<file path="config.mk">
export PLATFORM = sky130hd
export DESIGN_NAME = drop_scheduler
export DESIGN_NICKNAME = d
export VERILOG_FILES = /design/src/rtl/tetris_pkg.sv /design/src/rtl/interval_calc.sv /design/src/rtl/drop_scheduler.sv
export SDC_FILE = /design/constraint.sdc
export NUM_CORES = 1
export LEC_CHECK = 0
export CAP_MARGIN = 10
export CORE_MARGIN = 2
export CORE_UTILIZATION = 50
export CTS_CLUSTER_SIZE = 8
export DETAILED_ROUTE_END_ITERATION = 12
export PLACE_DENSITY = 0.84
export SYNTH_ARGS = -nofsm -noshare
export SYNTH_HDL_FRONTEND = slang
export SYNTH_SLANG_ARGS = --single-unit
</file>
<file path="constraint.sdc">
create_clock -name clk -period 2.85 [get_ports clk]
set_input_delay 0.855 -clock clk [delete_from_list [all_inputs] [get_ports clk]]
set_output_delay 0.855 -clock clk [all_outputs]
set_load 0.005 [all_outputs]
</file>
<file path="src/rtl/tetris_pkg.sv">
// Shared types and defaults for the falling-piece control blocks.
package tetris_pkg;

  localparam int unsigned BASE_TICKS_DEF = 10;
  localparam int unsigned MIN_TICKS_DEF  = 1;
  localparam int unsigned LOCK_TICKS_DEF = 2;
  localparam int unsigned LVL_W_DEF      = 4;
  localparam int unsigned CNT_W_DEF      = 8;

  typedef enum logic [2:0] {
    S_IDLE     = 3'd0,
    S_WAIT     = 3'd1,
    S_REQ      = 3'd2,
    S_LOCK     = 3'd3,
    S_LOCK_REQ = 3'd4,
    S_DONE     = 3'd5
  } state_t;

endpackage

</file>
<file path="src/rtl/interval_calc.sv">
// Drop interval in ticks: 1 under soft drop, else BASE_TICKS-level floored at MIN_TICKS.
module interval_calc
  import tetris_pkg::*;
#(
  parameter int unsigned BASE_TICKS = BASE_TICKS_DEF,
  parameter int unsigned MIN_TICKS  = MIN_TICKS_DEF,
  parameter int unsigned LVL_W      = LVL_W_DEF,
  parameter int unsigned CNT_W      = CNT_W_DEF
) (
  input  logic [LVL_W-1:0] level,
  input  logic             soft_drop,
  output logic [CNT_W-1:0] interval_c
);

  localparam int unsigned DW = CNT_W + 1;

  logic [DW-1:0] diff_c;

  // One extra bit so level > BASE_TICKS shows up as a set sign bit, not a wrap.
  always_comb begin
    diff_c = DW'(BASE_TICKS) - DW'(level);
    if (soft_drop) begin
      interval_c = CNT_W'(1);
    end else if (diff_c[DW-1] || (diff_c < DW'(MIN_TICKS))) begin
      interval_c = CNT_W'(MIN_TICKS);
    end else begin
      interval_c = diff_c[CNT_W-1:0];
    end
  end

endmodule

</file>
<file path="src/rtl/drop_scheduler.sv">
// Gravity scheduler: counts ticks to the next drop, handshakes drop/lock
// requests with the game-board FSM and runs the lock delay once landed.
module drop_scheduler
  import tetris_pkg::*;
#(
  parameter int unsigned BASE_TICKS = BASE_TICKS_DEF,
  parameter int unsigned MIN_TICKS  = MIN_TICKS_DEF,
  parameter int unsigned LOCK_TICKS = LOCK_TICKS_DEF,
  parameter int unsigned LVL_W      = LVL_W_DEF,
  parameter int unsigned CNT_W      = CNT_W_DEF
) (
  input  logic             clk,
  input  logic             rst,
  input  logic             tick,
  input  logic             active,
  input  logic             pause,
  input  logic             soft_drop,
  input  logic [LVL_W-1:0] level,
  input  logic             landed,
  input  logic             drop_ack,
  input  logic             lock_ack,
  output logic             drop_req,
  output logic             lock_req,
  output logic [2:0]       state_o
);

  localparam int unsigned XW = CNT_W + 1;

  logic [CNT_W-1:0] interval_c;

  interval_calc #(
    .BASE_TICKS (BASE_TICKS),
    .MIN_TICKS  (MIN_TICKS),
    .LVL_W      (LVL_W),
    .CNT_W      (CNT_W)
  ) u_interval_calc (
    .level      (level),
    .soft_drop  (soft_drop),
    .interval_c (interval_c)
  );

  state_t           state_q, state_d;
  logic [CNT_W-1:0] cnt_q, cnt_d;
  logic [CNT_W-1:0] lcnt_q, lcnt_d;
  logic             drop_req_q, drop_req_d;
  logic             lock_req_q, lock_req_d;

  logic          tick_run_c;
  logic [XW-1:0] cnt_inc_c;
  logic [XW-1:0] lcnt_inc_c;

  assign tick_run_c = tick && !pause;
  assign cnt_inc_c  = XW'(cnt_q) + XW'(1);
  assign lcnt_inc_c = XW'(lcnt_q) + XW'(1);

  // Next state and counters; requests are decoded from the next state so they
  // leave the flops already aligned with state_o.
  always_comb begin
    state_d = state_q;
    cnt_d   = cnt_q;
    lcnt_d  = lcnt_q;

    if (!active) begin
      state_d = S_IDLE;
      cnt_d   = '0;
      lcnt_d  = '0;
    end else begin
      unique case (state_q)
        S_IDLE: begin
          state_d = S_WAIT;
          cnt_d   = '0;
        end
        S_WAIT: begin
          if (tick_run_c) begin
            if (cnt_inc_c >= XW'(interval_c)) begin
              cnt_d = '0;
              if (landed) begin
                state_d = S_LOCK;
                lcnt_d  = '0;
              end else begin
                state_d = S_REQ;
              end
            end else begin
              cnt_d = cnt_inc_c[CNT_W-1:0];
            end
          end
        end
        S_REQ: begin
          if (drop_ack) begin
            state_d = S_WAIT;
            cnt_d   = '0;
          end
        end
        S_LOCK: begin
          // Sliding off an edge beats any tick in the same cycle.
          if (!landed) begin
            state_d = S_WAIT;
            cnt_d   = '0;
            lcnt_d  = '0;
          end else if (tick_run_c) begin
            if (lcnt_inc_c == XW'(LOCK_TICKS)) begin
              state_d = S_LOCK_REQ;
            end else begin
              lcnt_d = lcnt_inc_c[CNT_W-1:0];
            end
          end
        end
        S_LOCK_REQ: begin
          if (lock_ack) begin
            state_d = S_DONE;
          end
        end
        S_DONE: begin
          state_d = S_DONE;
        end
        default: begin
          state_d = S_IDLE;
        end
      endcase
    end

    drop_req_d = (state_d == S_REQ);
    lock_req_d = (state_d == S_LOCK_REQ);
  end

  always_ff @(posedge clk or negedge rst) begin
    if (!rst) begin
      state_q    <= S_IDLE;
      cnt_q      <= '0;
      lcnt_q     <= '0;
      drop_req_q <= 1'b0;
      lock_req_q <= 1'b0;
    end else begin
      state_q    <= state_d;
      cnt_q      <= cnt_d;
      lcnt_q     <= lcnt_d;
      drop_req_q <= drop_req_d;
      lock_req_q <= lock_req_d;
    end
  end

  assign drop_req = drop_req_q;
  assign lock_req = lock_req_q;
  assign state_o  = state_q;

endmodule

</file>
After elaboration in Yosys (flattened, before gate mapping)
Cells that the tools add are included.

word-level totals
  register bits = 21
  logic and storage cells = 59

operators by class
  add/subtract/negate cells = 3
  equality and inequality tests = 17
  magnitude comparators = 2
  muxes and demuxes = 26
  reductions and logical operators = 6

operator list
  cell                                                                           number
  8-bit 2-to-1 mux                                                               14
  8-bit one-hot mux with 4 select lines                                          1
  3-bit 2-to-1 mux                                                               8
  8-bit by 1-bit adder with 9-bit output (second input constant)                 2
  3-bit one-hot mux with 6 select lines                                          1
  8-bit one-hot mux with 2 select lines                                          1
  3-bit != test (second input constant)                                          5
  3-bit by 2-bit == test with 1-bit output (second input constant)               3
  3-bit == test (second input constant)                                          3
  9-bit by 2-bit == test with 1-bit output (second input constant)               1
  9-bit by 8-bit >= comparator with 1-bit output                                 1
  9-bit by 1-bit less-than comparator with 1-bit output (second input constant)  1
  4-bit != test (second input constant)                                          2
  6-bit AND reduction                                                            1
  5-bit by 1-bit != test with 1-bit output (second input constant)               1
  4-bit by 4-bit subtractor with 5-bit output (first input constant)             1
  4-bit AND reduction                                                            1
  3-bit by 1-bit == test with 1-bit output (second input constant)               1
  3-bit zero test                                                                1
  3-bit by 1-bit != test with 1-bit output (second input constant)               1
  1-bit logical AND                                                              1
  1-bit zero test                                                                1
  1-bit logical OR                                                               1
  1-bit 2-to-1 mux                                                               1

Logic depth before layout (Yosys ltp)
  depth in word-level cells = 11
  gate-level depth with buffers = 14
  depth with buffers taken out = 14

Cells and area by module
A second synthesis with hierarchy kept.

second synthesis, totals
  cell total of the unflattened synthesis = 197
  area, all modules = 1669.1 µm²

by module, submodules not included
  module          cells each  seq. area each (µm²)  area an instance (µm²)  instances
  drop_scheduler  180         525.5                 1537.7                  1
  interval_calc   17          0.0                   131.4                   1

Least setup slack after synthesis
Ideal clock, no wire load.

  kind = input -> register
  from = input level[0]
  to = register lcnt_q[7]
  path slack = -0.301 ns
  stages = 14
  data arrival time = 3.040 ns
  buffers on the path = 0
  required time = 2.740 ns
  cell sequence = ha_1 -> or2_2 -> nor2_1 -> a21oi_1 -> o21ai_0 -> nand2_1 -> nand2_1 -> ha_1 -> nor2b_1 -> o21ai_1 -> and4_1 -> o41ai_2 -> o21ai_0 -> o41ai_1

on the way
  word-level cells in the longest chain between the ends = 8

ends and longest elaborated chain
  element                                                RTL line               text
  start: declaration                                     drop_scheduler.sv:18   input logic [LVL_W-1:0] level,
  4-bit by 4-bit subtractor with 5-bit output *          interval_calc.sv:21    diff_c = DW'(BASE_TICKS) - DW'(level);
  9-bit by 1-bit less-than comparator with 1-bit output  interval_calc.sv:24    end else if (diff_c[DW-1] || (diff_c < DW'(MIN_TICKS))) begin
  1-bit logical OR                                       interval_calc.sv:24
  8-bit 2-to-1 mux *                                     interval_calc.sv:24
  8-bit 2-to-1 mux *                                     interval_calc.sv:22    if (soft_drop) begin
  9-bit by 8-bit >= comparator with 1-bit output *       drop_scheduler.sv:75   if (cnt_inc_c >= XW'(interval_c)) begin
  3-bit != test (no line) *                              --
  6-bit AND reduction (no line) *                        --
  end signal: assignment                                 drop_scheduler.sv:136  lcnt_q <= lcnt_d;
  end: declaration                                       drop_scheduler.sv:44   logic [CNT_W-1:0] lcnt_q, lcnt_d;

Every way passes the cells marked *; elsewhere a longest branch is shown, timed or not.
A chain may end at the register's enable or synchronous reset.

Worst setup path in the final report
  from = input level[0]
  to = register lcnt_q[0]

Same word-level chain as after synthesis.

==> flow_summary.json <==
{
  "path_class": "in -> reg",
  "grt_pass1_vias": 1515,
  "drtIter0Drc": 113,
  "overflow": 0,
  "io_buffers": 17,
  "drc_errors": 0,
  "cts_tree": "built",
  "grt_antenna_before_repair": 0,
  "die_w_um": 62.6,
  "fillers": 289,
  "syn_to_final_growth_pct": 27.2,
  "cts_buffers": 3,
  "synth_cell_type_count": 61,
  "antennaDiodeCount": 0,
  "syn_inst": 196,
  "synth_edf_count": 0,
  "clock_sinks": 21,
  "num_rows": 21,
  "setup.worst_path.start": "level[0]",
  "synthFlopType": "dfrtp_1",
  "cts_max_path_buffers": 2,
  "p_leak_uw": 0.000984,
  "seq_area_frac_synth_pct": 30.6,
  "via_count": 1652,
  "maxSlewViolCount": 0,
  "pin_count": 18,
  "postRouteAntennaNets": 0,
  "outcome": "completed",
  "initial_core_util_pct": 51.9,
  "viasPerCell": 6.01,
  "syn-cell-area_um2": 1720,
  "synth-seq-cells": 21,
  "r2r_cells": 12,
  "stdcell_area_um2": 2180,
  "worstReg2RegStart": "cnt_q[3]$_DFFE_PN0P_",
  "finalCritPeriodShare_pct": 98.4,
  "final_nets": 255,
  "r2r_slack_ns": 0.19,
  "hold_path_class": "reg -> reg",
  "max_cap_viol_count": 0,
  "peakVddDrop_mv": 0.207,
  "cp-start-kind": "primary input",
  "cts_root_buffer": "clkbuf_4",
  "hold_viol": 0,
  "hpwlAfterDp_um": 2860,
  "avgSynthCellArea_um2": 8.76,
  "finClkSkew_ns": 0.0232,
  "wl_per_cell_um": 14.7,
  "drt-total-wl_um": 4030,
  "first_pass_iters": 4,
  "path_clk_slew_ns": 0.14,
  "rsz0062_at_grt": "yes",
  "min_period_ns": 2.80,
  "critPathCapture": "lcnt_q[0]$_DFFE_PN0P_",
  "grt_first_pass_wirelength_um": 6960,
  "dieArea_um2": 3920,
  "worst_ep_arrival_time_ns": 3.06,
  "setup_tns_ns": 0,
  "core_um2": 3310,
  "setup_violations": 0,
  "grt_use_total_pct": 21.7,
  "p_per_area_nw_per_um2": 263,
  "cp_max_fo": 7,
  "grt_max_degree": 22,
  "clock.fmax_mhz": 357,
  "die_h_um": 62.6,
  "end_kind": "flop",
  "routabilityCongestion": 0.837,
  "htree_levels": 1,
  "clk_latency_ns": 0.32,
  "ys_warn_count": 0,
  "cts_hold_buf": 0,
  "async_flop_share_pct": 100,
  "critical_path_required_ns": 3.10,
  "drive_gt1_share_pct": 24.9,
  "worstReg2RegEnd": "state_o[0]$_DFF_PN0_",
  "postPlaceCellArea_um2": 2040,
  "power_uw": 574
}
[where the power goes]
part | switching (uW) | total [uW] | internal [uW]
Clock | 100 | 154 | 53.6
Sequential | 3.79 | 303 | 300
Combinational | 60.0 | 117 | 57.0
Total | 164 | 574 | 410
[layer usage]
| layer | up-vias | wire length, um | share of wire [%] | track usage (%) |
|---|---|---|---|---|
| li1 | 799 | - | - | - |
| met1 | 784 | 1870 | 46 | 30.1 |
| met2 | 57 | 1900 | 47 | 34.4 |
| met3 | 12 | 169 | 4.2 | 4.50 |
| met4 | 0 | 93 | 2.3 | 6.11 |
| met5 | - | 0 | 0 | 0 |
[synth_stat cells, drive strengths merged (2+ instances only)]
| library cell | instances | area (um2) |
|---|---|---|
| a21o | 5 | 37.5 |
| a31o | 2 | 17.5 |
| xor2 | 3 | 26.3 |
| nor3b | 2 | 15.0 |
| nand3 | 9 | 45.0 |
| and2 | 3 | 18.8 |
| nor2b | 4 | 25.0 |
| inv | 4 | 15.0 |
| o31ai | 2 | 15.0 |
| o41ai | 2 | 25.0 |
| a21oi | 10 | 50.1 |
| nor2 | 14 | 52.6 |
| a32o | 3 | 30.0 |
| nor3 | 5 | 25.0 |
| o21ai | 16 | 80.1 |
| and3 | 5 | 36.3 |
| nand2 | 18 | 67.6 |
| nand4 | 7 | 43.8 |
| buf | 7 | 48.8 |
| dfrtp | 21 | 526 |
| a211o | 2 | 17.5 |
| nor4b | 2 | 23.8 |
| or3 | 3 | 18.8 |
| a31oi | 2 | 12.5 |
| nand2b | 2 | 20.0 |
| or2 | 3 | 21.3 |
| ha | 12 | 150 |
| nor4 | 2 | 33.8 |
| xnor2 | 5 | 43.8 |
| clkbuf | 2 | 7.51 |
| o22ai | 2 | 12.5 |
[what timing repair did]
item	4_1_cts	5_1_grt
pin swaps	7	8
hold endpoints to repair	0	0
gates resized for setup	17	20
endpoints found under the setup margin	20	15
buffers inserted	1	1
[registers in the layout, indices dropped and copies added (netlist names)]
name      count
cnt_q         8
state_o       3
lcnt_q        8
lock_req      1
drop_req      1
[layout make-up]
class | count | area (um2) | share of cell area [%]
Inverter | 4 | 15.0 | 0.687
Multi-Input combinational cell | 165 | 1250 | 57.4
Clock inverter | 1 | 7.51 | 0.344
Sequential cell | 21 | 527 | 24.1
Clock buffer | 3 | 22.5 | 1.03
Tap cell | 46 | 57.6 | 2.63
Timing Repair Buffer | 35 | 300 | 13.7
[worst min-delay path by stage]
stage / start / end / depth (start not counted)
after detailed placement: lcnt_q[7]$_DFFE_PN0P_ / lcnt_q[7]$_DFFE_PN0P_ / 1
after global routing: lcnt_q[7]$_DFFE_PN0P_ / lcnt_q[7]$_DFFE_PN0P_ / 1
after global placement: lcnt_q[7]$_DFFE_PN0P_ / lcnt_q[7]$_DFFE_PN0P_ / 1
after CTS: lcnt_q[7]$_DFFE_PN0P_ / lcnt_q[7]$_DFFE_PN0P_ / 1
after floorplan: lcnt_q[7]$_DFFE_PN0P_ / lcnt_q[7]$_DFFE_PN0P_ / 1
final: lcnt_q[7]$_DFFE_PN0P_ / lcnt_q[7]$_DFFE_PN0P_ / 1
[worst max-delay path: stages]
cell     delay [ns]
buf_2          0.13
ha_4           0.18
or2_4          0.24
nor2_1         0.08
a21oi_1        0.04
o21ai_1        0.12
nand2_1        0.07
nand2_2        0.08
ha_4           0.20
nor2b_4        0.10
o21ai_2        0.07
and4_4         0.17
o41ai_4        0.32
buf_6          0.18
a21oi_2        0.05
o22ai_2        0.17
[cells by family after synthesis]
kind of cell | count (synthesis) | synth area share (%)
other | 1 | 0.218
flip-flops | 21 | 30.6
AO/OA/AOI/OAI | 58 | 24.0
adder cells (fa/ha/maj) | 12 | 8.74
buffers and inverters | 13 | 4.15
XOR/XNOR | 8 | 4.08
AND/OR/NAND/NOR | 82 | 27.6
multiplexers | 1 | 0.583
[layout by cell type, fill, tap and decap left out, types with 5 or more instances in the layout]
master,instances
nand4_1,7
o21ai_0,8
dfrtp_1,20
ha_1,8
xnor2_1,5
a21o_1,5
nand2_1,17
nor2_1,14
a21oi_1,7
o21ai_1,6
nand3_1,8
clkdlybuf4s50_1,12
buf_4,17
nor3_1,5
[per-stage QoR]
step	hold WS [ns]	worst slack, ns	std cells	util [%]
3_5_place_dp	0.514	-0.733	269	61.8
4_1_cts	0.538	0.00763	274	63.2
3_3_place_gp	0.523	-0.599	269	61.8
5_1_grt	0.600	-0.0135	275	66.0
6_report	0.554	0.0455	275	66.0
2_1_floorplan	0.483	0.0236	199	-
Power figures use the tool's default switching activity.
